$ cat src/rtl/fetch_pc_unit.sv
// fetch_pc_unit: registered IF1 next-PC generator with an integrated return
// address stack. Optional redirect event counters are built when the macro
// FETCH_PERF_CNT_EN is defined; otherwise both counter outputs read 0.
module fetch_pc_unit #(
   parameter int              XLEN      = 32,
   parameter logic [XLEN-1:0] RESET_PC  = '0,
   parameter int              RAS_DEPTH = 8,
   localparam int             PW        = $clog2(RAS_DEPTH)
) (
   input  logic            clk,
   input  logic            rst,
   input  logic            stall,
   input  logic            if1_btb_hit,
   input  logic            if1_branch,
   input  logic            if1_jump,
   input  logic            if1_call,
   input  logic            if1_ret,
   input  logic [1:0]      if1_pred,
   input  logic [XLEN-1:0] if1_target,
   input  logic            id_redirect,
   input  logic [XLEN-1:0] id_target,
   input  logic [PW-1:0]   id_ras_ptr,
   input  logic [PW:0]     id_ras_cnt,
   input  logic            ex_redirect,
   input  logic            ex_kill_ex,
   input  logic            ex_jalr,
   input  logic [XLEN-1:0] ex_target,
   input  logic [PW-1:0]   ex_ras_ptr,
   input  logic [PW:0]     ex_ras_cnt,
   output logic [XLEN-1:0] pc,
   output logic [XLEN-1:0] pc_4,
   output logic [XLEN-1:0] next_pc,
   output logic [PW-1:0]   ras_ptr,
   output logic [PW:0]     ras_cnt,
   output logic            if2_flush,
   output logic            id_flush,
   output logic            ex_flush,
   output logic [31:0]     perf_ex_redir,
   output logic [31:0]     perf_id_redir
);

   logic [XLEN-1:0] ras_mem [RAS_DEPTH];
   logic [PW-1:0]   top_idx;
   logic [XLEN-1:0] ras_top;
   logic            ras_nonempty;
   logic            ras_full;
   logic            redirect;
   logic            ras_upd;
   logic            do_push;
   logic            do_repl;
   logic            do_pop;
   logic            unused_pred;

   // Only the taken/not-taken bit of the 2-bit counter matters here.
   assign unused_pred = if1_pred[0];

   assign pc_4         = pc + XLEN'(4);
   assign top_idx      = ras_ptr - PW'(1);
   assign ras_top      = ras_mem[top_idx];
   assign ras_nonempty = (ras_cnt != '0);
   assign ras_full     = (ras_cnt == (PW+1)'(RAS_DEPTH));
   assign redirect     = ex_redirect | id_redirect;

   // Speculative RAS update happens only on an undisturbed, unstalled BTB hit.
   // A call+ret on an empty stack degenerates into a plain push.
   assign ras_upd = ~stall & ~redirect & if1_btb_hit;
   assign do_push = ras_upd & if1_call & (~if1_ret | ~ras_nonempty);
   assign do_repl = ras_upd & if1_call & if1_ret & ras_nonempty;
   assign do_pop  = ras_upd & if1_ret & ~if1_call & ras_nonempty;

   // Next-PC priority mux and flush generation.
   always_comb begin
      next_pc   = pc_4;
      if2_flush = 1'b0;
      id_flush  = 1'b0;
      ex_flush  = 1'b0;
      if (ex_redirect) begin
         next_pc   = {ex_target[XLEN-1:1], ex_target[0] & ~ex_jalr};
         if2_flush = 1'b1;
         id_flush  = 1'b1;
         ex_flush  = ex_kill_ex;
      end else if (id_redirect) begin
         next_pc   = id_target;
         if2_flush = 1'b1;
         id_flush  = 1'b1;
      end else if (if1_btb_hit & if1_ret & ras_nonempty) begin
         next_pc = ras_top;
      end else if (if1_btb_hit & (if1_jump | (if1_branch & if1_pred[1]))) begin
         next_pc = if1_target;
      end
   end

   // PC register: a redirect always loads, even under stall.
   always_ff @(posedge clk or posedge rst) begin
      if (rst)
         pc <= RESET_PC;
      else if (~stall | redirect)
         pc <= next_pc;
   end

   // RAS pointer/count: redirect repairs from the carried snapshot (EX wins).
   always_ff @(posedge clk or posedge rst) begin
      if (rst) begin
         ras_ptr <= '0;
         ras_cnt <= '0;
      end else if (ex_redirect) begin
         ras_ptr <= ex_ras_ptr;
         ras_cnt <= ex_ras_cnt;
      end else if (id_redirect) begin
         ras_ptr <= id_ras_ptr;
         ras_cnt <= id_ras_cnt;
      end else if (do_push) begin
         ras_ptr <= ras_ptr + PW'(1);
         if (!ras_full)
            ras_cnt <= ras_cnt + (PW+1)'(1);
      end else if (do_pop) begin
         ras_ptr <= ras_ptr - PW'(1);
         ras_cnt <= ras_cnt - (PW+1)'(1);
      end
   end

   // RAS entries: a push writes at ptr (overwriting the oldest when full),
   // a call+ret replaces the current top. Contents are never repaired.
   always_ff @(posedge clk or posedge rst) begin
      if (rst) begin
         for (int i = 0; i < RAS_DEPTH; i++)
            ras_mem[i] <= '0;
      end else if (do_push) begin
         ras_mem[ras_ptr] <= pc_4;
      end else if (do_repl) begin
         ras_mem[top_idx] <= pc_4;
      end
   end

`ifdef FETCH_PERF_CNT_EN
   // EX redirect event counter.
   always_ff @(posedge clk or posedge rst) begin
      if (rst)
         perf_ex_redir <= '0;
      else if (ex_redirect)
         perf_ex_redir <= perf_ex_redir + 32'd1;
   end

   // ID redirect counter; only counts when EX is not also redirecting.
   always_ff @(posedge clk or posedge rst) begin
      if (rst)
         perf_id_redir <= '0;
      else if (id_redirect & ~ex_redirect)
         perf_id_redir <= perf_id_redir + 32'd1;
   end
`else
   assign perf_ex_redir = 32'd0;
   assign perf_id_redir = 32'd0;
`endif

endmodule

$ cat config.mk
export PLATFORM = sky130hd
export DESIGN_NAME = fetch_pc_unit
export DESIGN_NICKNAME = d
export VERILOG_FILES = /design/src/rtl/fetch_pc_unit.sv
export SDC_FILE = /design/constraint.sdc
export NUM_CORES = 1
export LEC_CHECK = 0
export ABC_AREA = 1
export CAP_MARGIN = 25
export CORE_UTILIZATION = 48
export DETAILED_ROUTE_END_ITERATION = 16
export PLACE_DENSITY_LB_ADDON = 0.08
export SYNTH_ARGS = -nofsm -noshare
export SYNTH_HDL_FRONTEND = slang
export SYNTH_SLANG_ARGS = --single-unit
export TNS_END_PERCENT = 1
$ cat constraint.sdc
create_clock -name clk -period 9.6 [get_ports clk]
set_clock_uncertainty 0.2 [all_clocks]
set_input_delay 1.44 -clock clk [delete_from_list [all_inputs] [get_ports clk]]
set_output_delay 1.44 -clock clk [all_outputs]
set_load 0.05 [all_outputs]
==> results of run 1 <==
## final cells by class
type / count / area, µm²
multi-input combinational: 1779 / 7800
timing repair buffer: 253 / 2540
sequential: 295 / 7390
clock buffer: 50 / 1010
inverter: 116 / 440
fill: 3175 / 13700
tap: 448 / 561
clock inverter: 11 / 108
## logic make-up (layout without fill, tap and decap cells)
kind of cell	after synthesis	count (layout)	share of synthesized area (%)
and+or+nand+nor	1292	1292	31.1
AOI/OAI and AO/OA	399	399	13.4
buffers and inverters	305	430	8.95
DFF	295	295	45.1
xor gates and xnor gates	12	12	0.642
muxes	7	7	0.459
adders and majority gates	5	5	0.382
other	1	64	0.0229
## state kept, by name, summed over array words and instances (netlist names)
signal / cells
ras_mem: 256
pc: 32
ras_cnt: 4
ras_ptr: 3
## cells in the final DEF (no fill, tap or decap), drive strengths merged, types with 4 or more instances in the layout
cell type,Yosys,final
a21oi,55,55
xnor2,4,4
buf,113,26
mux2,4,4
xor2,8,8
nand3,82,82
ha,5,5
nand3b,7,7
a22oi,6,6
clkdlybuf4s50,0,227
dfrtp,295,295
o22ai,5,5
inv,114,115
clkbuf,76,50
o211ai,4,4
o2111ai,4,4
o21ai,293,293
a21boi,19,19
nor2,133,133
nand4,6,6
conb,1,64
clkinv,2,9
nand2,1059,1059
## stage by stage
step	setup slack (ns)	instance area, µm²	util [%]	std cells
floorplan	4.04	16600	-	2379
global placement	2.22	18600	55.5	2885
detailed placement	2.17	18600	55.5	2885
CTS	1.60	19700	58.9	2946
global route	1.32	19800	59.2	2952
finish	1.63	19800	59.2	2952
## final timing paths
check | endpoint | slack [ns] | cells after the start
min reg2reg | ras_mem[188] | 0.28 | 2
min | ras_mem[188] | 0.28 | 2
max | next_pc[3] | 1.63 | 10
min in group asynchronous | ras_mem[168] | 1.21 | 2
max in group asynchronous | ras_ptr[0] | 6.52 | 3
max reg2reg | ras_mem[175] | 3.51 | 11
## tightest hold or removal path: stages, from the launching register on
cell     delay (ns)
dfrtp_1        0.35
nand2_1        0.05
nand2_1        0.05
## per-layer routing
metal,global-route usage (%),share of wire (%)
met5,0,0.025
met4,11.9,3.6
met3,6.30,8.8
met2,45.7,44
met1,42.2,43
## where the power goes
part           switching [mW]  internal [mW]
clock                   0.522          0.763
combinational           0.809          0.362
sequential              0.164           1.46
total                    1.49           2.59
==> results_dict.tcl, run 1 <==
set metrics [dict create \
    status "complete, no violations" \
    cts_tree "built" \
    slew_viol_final 0 \
    finalCritPeriodShare_pct 83.1 \
    cp_slowest_cell "dfrtp_4" \
    arrival_ns 6.33 \
    fmax_mhz 125 \
    p_total_mw 4.08 \
    synthFlopType "dfrtp_1" \
    first_iter_violations 1487 \
    syn_avg_cell_area_um2 7.07 \
    hold_viol 0 \
    drc_errors 0 \
    wirelength_um 52300 \
    h-tree-depth 2 \
    yosysSeqAreaShare_pct 45.1 \
    grt_max_degree 186 \
    peakVddDrop_v 0.000113 \
    core_area_um2 33500 \
    cts.sinks 295 \
    rows 67 \
    cts_setup_buffers 0 \
    worstMarginPinSlew_ns 1.00 \
    via_count 15605 \
    min_period_ns 7.97 \
    yosysMostFrequentCell "nand2_1" \
    die_area_um2 34800 \
    place.gp.congestion 0.921 \
    postSynth.asyncResetShare_pct 100 \
    clockBufferDepth 3 \
    grt_pass1_vias 14486 \
    yosys.area.top_type_share_pct 45.1 \
    hp-class "reg -> reg" \
    drive_above_1_share_pct 4.67 \
    netlist_top_cells_count "nand2_1 (1054), dfrtp_1 (295), o21ai_0 (253)" \
    crit_start "ras_ptr[0]" \
    synth_seq_cells 295 \
    powerDensity_nw_per_um2 206 \
    die_x_um 187 \
    cp_slowest_stage_delay_ns 1.05 \
    required_ns 7.96 \
    worst-path-buf-inv 3 \
    syn_to_final_growth_pct 21.2 \
    insertion_delay_ns 0.52 \
    final_nets 2608 \
    ios 294 \
    drt_pass1_iterations 6 \
    diodes 0 \
    wl_per_cell_um 17.7 \
    grt_pass1_wl_um 82000 \
    leakage_nw 9.65 \
    rsz0062_at_grt "false" \
    finalSetupViolCount 0 \
    hpwl_um 34600 \
    max_cap_viol_count 0 \
    setup_tns_ns 0 \
    gr-total-overflow 0 \
    r2r-start "ras_ptr[0]" \
    cts_resized 0 \
    yosys_warnings 0 \
    synth_edf_count 0 \
    netlist_area_um2 16400 \
    crit_path_start_kind "register" \
    io_buffers 228 \
    cp_max_fo 78 \
    slew_headroom_pct 33.1 \
    synth_top_cell_by_area "dfrtp_1" \
    vias_per_cell 5.29 \
    syn_inst 2316 \
    cts_buffers 34 \
    start_util_pct 48.8 \
    synth_cell_type_count 48 \
    track_usage_pct 30.1 \
    worstHoldStart "ras_mem[188]" \
    cts_root_buffer "clkbuf_16" \
    holdBufCountCts 0 \
    dieHeight_um 187 \
    cp_top_family "buffers and inverters" \
    yosys-top-cells-area "dfrtp_1 (45%), nand2_1 (24%), o21ai_0 (7.7%)" \
    critPathKind "reg -> out" \
    whs_ns 0.278 \
    crit_top_cell "nand2_1" \
    crit_path_end_kind "output pin" \
    ant_nets 0 \
    antenna_found_initial 1 \
    worstPathCellList "clkinv_2 > ha_1 > xnor2_4 > nand2_1 > inv_1 > nand2_1 > o2111ai_1 > nand2_1 > nand2_1 > clkdlybuf4s50_1" \
    clk_pin_slew_ns 0.06 \
]
(Power assumes the default switching activity.)
==> inputs of run 2 (changes only) <==
==> constraint.sdc (replaced) <==
create_clock -name clk -period 7 [get_ports clk]
set_clock_uncertainty 0.2 [all_clocks]
set_input_delay 1.05 -clock clk [delete_from_list [all_inputs] [get_ports clk]]
set_output_delay 1.05 -clock clk [all_outputs]
set_load 0.05 [all_outputs]
==> results_dict.tcl, run 2 (synthesis results as in run 1) <==
set metrics [dict create \
    status "complete, no violations" \
    reg_top3 "ras_mem x256, pc x32, ras_cnt x4" \
    dieHeight_um 187 \
    cts_tree "built" \
    wl_met1_um 23300 \
    holdBufCountCts 0 \
    critPathKind "reg -> out" \
    highest_layer "met4" \
    via_count 15626 \
    worstMarginPinSlew_ns 1.07 \
    drc_errors 0 \
    crit_path_end_kind "output pin" \
    worstPathCellList "clkinv_2 > ha_1 > buf_4 > inv_1 > buf_4 > nand2_1 > o2111ai_1 > nand2_1 > nand2_1 > clkdlybuf4s50_1" \
    cp_max_fo 51 \
    io_buffers 228 \
    r2r-start "ras_ptr[0]" \
    peakVddDrop_v 0.000155 \
    hp-class "reg -> reg" \
    h-tree-depth 2 \
    grt_pass1_wl_um 83600 \
    wirelength_um 52700 \
    clk_pin_slew_ns 0.06 \
    cp_slowest_stage_delay_ns 0.87 \
    track_usage_pct 30.4 \
    syn_to_final_growth_pct 20.9 \
    cts_resized 0 \
    finalSetupViolCount 0 \
    vias_per_cell 5.29 \
    slew_viol_final 0 \
    hpwl_um 35200 \
    ios 294 \
    cts.sinks 295 \
    worstHoldStart "ras_mem[28]" \
    timing.rr.end "ras_mem[172]" \
    crit_path_start_kind "register" \
    worstRegToRegCells 12 \
    final_nets 2610 \
    leakage_nw 9.67 \
    wl_met2_um 23600 \
    gr-total-overflow 0 \
    antenna_found_initial 0 \
    diodes 0 \
    powerDensity_nw_per_um2 283 \
    regMostFlops "ras_mem" \
    rsz0062_at_grt "false" \
    layout_commonest_cell "nand2_1" \
    arrival_ns 4.90 \
    worstHoldPathCells 2 \
    die_area_um2 34800 \
    slew_headroom_pct 28.6 \
    ant_nets 0 \
    layout_common_cells "nand2_1 (1052), dfrtp_1 (294), o21ai_0 (253)" \
    drt_pass1_iterations 6 \
    cts_setup_buffers 0 \
    max_cap_viol_count 0 \
    finalCritPeriodShare_pct 87.8 \
    wl_met3_um 4280 \
    die_x_um 187 \
    crit_top_cell "nand2_1" \
    cts_root_buffer "clkbuf_16" \
    hold_viol 0 \
    final_area_um2 19800 \
    cts_buffers 34 \
    rows 67 \
    cp_slowest_cell "dfrtp_4" \
    largest_reg_flops 256 \
    setup_tns_ns 0 \
    grt_max_degree 185 \
    clockBufferDepth 3 \
    holdPathEnd "ras_mem[28]" \
    start_util_pct 48.8 \
    drive_above_1_share_pct 5.39 \
    wl_per_cell_um 17.8 \
    postPlaceCellArea_um2 18700 \
    core_area_um2 33500 \
    reg2reg_setup_slack_ns 2.30 \
    fmax_mhz 163 \
    grt_pass1_vias 14775 \
    required_ns 5.75 \
    place.gp.congestion 0.915 \
    min_period_ns 6.15 \
    insertion_delay_ns 0.52 \
    first_iter_violations 1280 \
]
## run 2: changes by cell type in the layout (fill, tap and decap cells not counted)
cell | previous run | this run
buf_8 | 1 | 0
buf_6 | 1 | 0
clkinv_4 | 0 | 1
inv_8 | 1 | 0
clkinv_2 | 6 | 5
xnor2_4 | 1 | 0
buf_4 | 19 | 40
clkdlybuf4s50_1 | 227 | 210
clkbuf_1 | 6 | 7
xnor2_2 | 0 | 1
## run 2: worst max-delay path by stage
stage / startpoint / endpoint / cells past startpoint
after floorplan: rst / pc[0] / 1
after global placement: if1_btb_hit / next_pc[13] / 11
after detailed placement: if1_btb_hit / next_pc[13] / 11
after CTS: ras_ptr[0] / next_pc[11] / 14
after global routing: ras_ptr[0] / next_pc[13] / 14
final: ras_ptr[0] / next_pc[4] / 10
## run 2: routing by layer
layer  up-vias  track usage, %
met2       687            47.2
met1      7308            43.3
met3        94            5.02
met4         0            9.65
li1       7537               -
met5         -               0
## run 2: area by class of cell
| class | count | area [µm²] |
|---|---|---|
| well taps | 448 | 561 |
| flip-flops and latches | 295 | 7390 |
| clock inverters | 10 | 100 |
| clock buffers | 51 | 1010 |
| repair buffers | 255 | 2500 |
| inverters | 116 | 440 |
| fillers | 3184 | 13700 |
| multi-input cells | 1779 | 7780 |
## run 2: worst max-delay path: cells and delay by family, from the launching register on
family / cells / cell delay, ns
AND/OR/NAND/NOR: 3 / 0.86
AO/OA/AOI/OAI: 1 / 0.64
adder cells (fa/ha/maj): 1 / 0.31
buffers and inverters: 5 / 1.68
flip-flops: 1 / 0.87
## run 2: per-stage QoR
step	power, mW	setup WS [ns]	hold slack (ns)	util [%]	instances
finish	5.61	0.854	0.278	59.0	2954
floorplan	3.30	1.83	0.242	-	2379
detailed placement	3.85	1.42	0.259	55.6	2892
CTS	5.62	0.897	0.276	59.0	2953
global route	5.89	0.648	0.298	59.0	2954
global placement	3.80	1.48	0.258	55.5	2890
## run 2: where the power goes
| part | switching [mW] | leakage [nW] | total [mW] | internal (mW) |
|---|---|---|---|---|
| logic | 1.12 | 5.18 | 1.62 | 0.501 |
| registers | 0.217 | 3.94 | 2.22 | 2.00 |
| clock network | 0.720 | 0.549 | 1.76 | 1.05 |
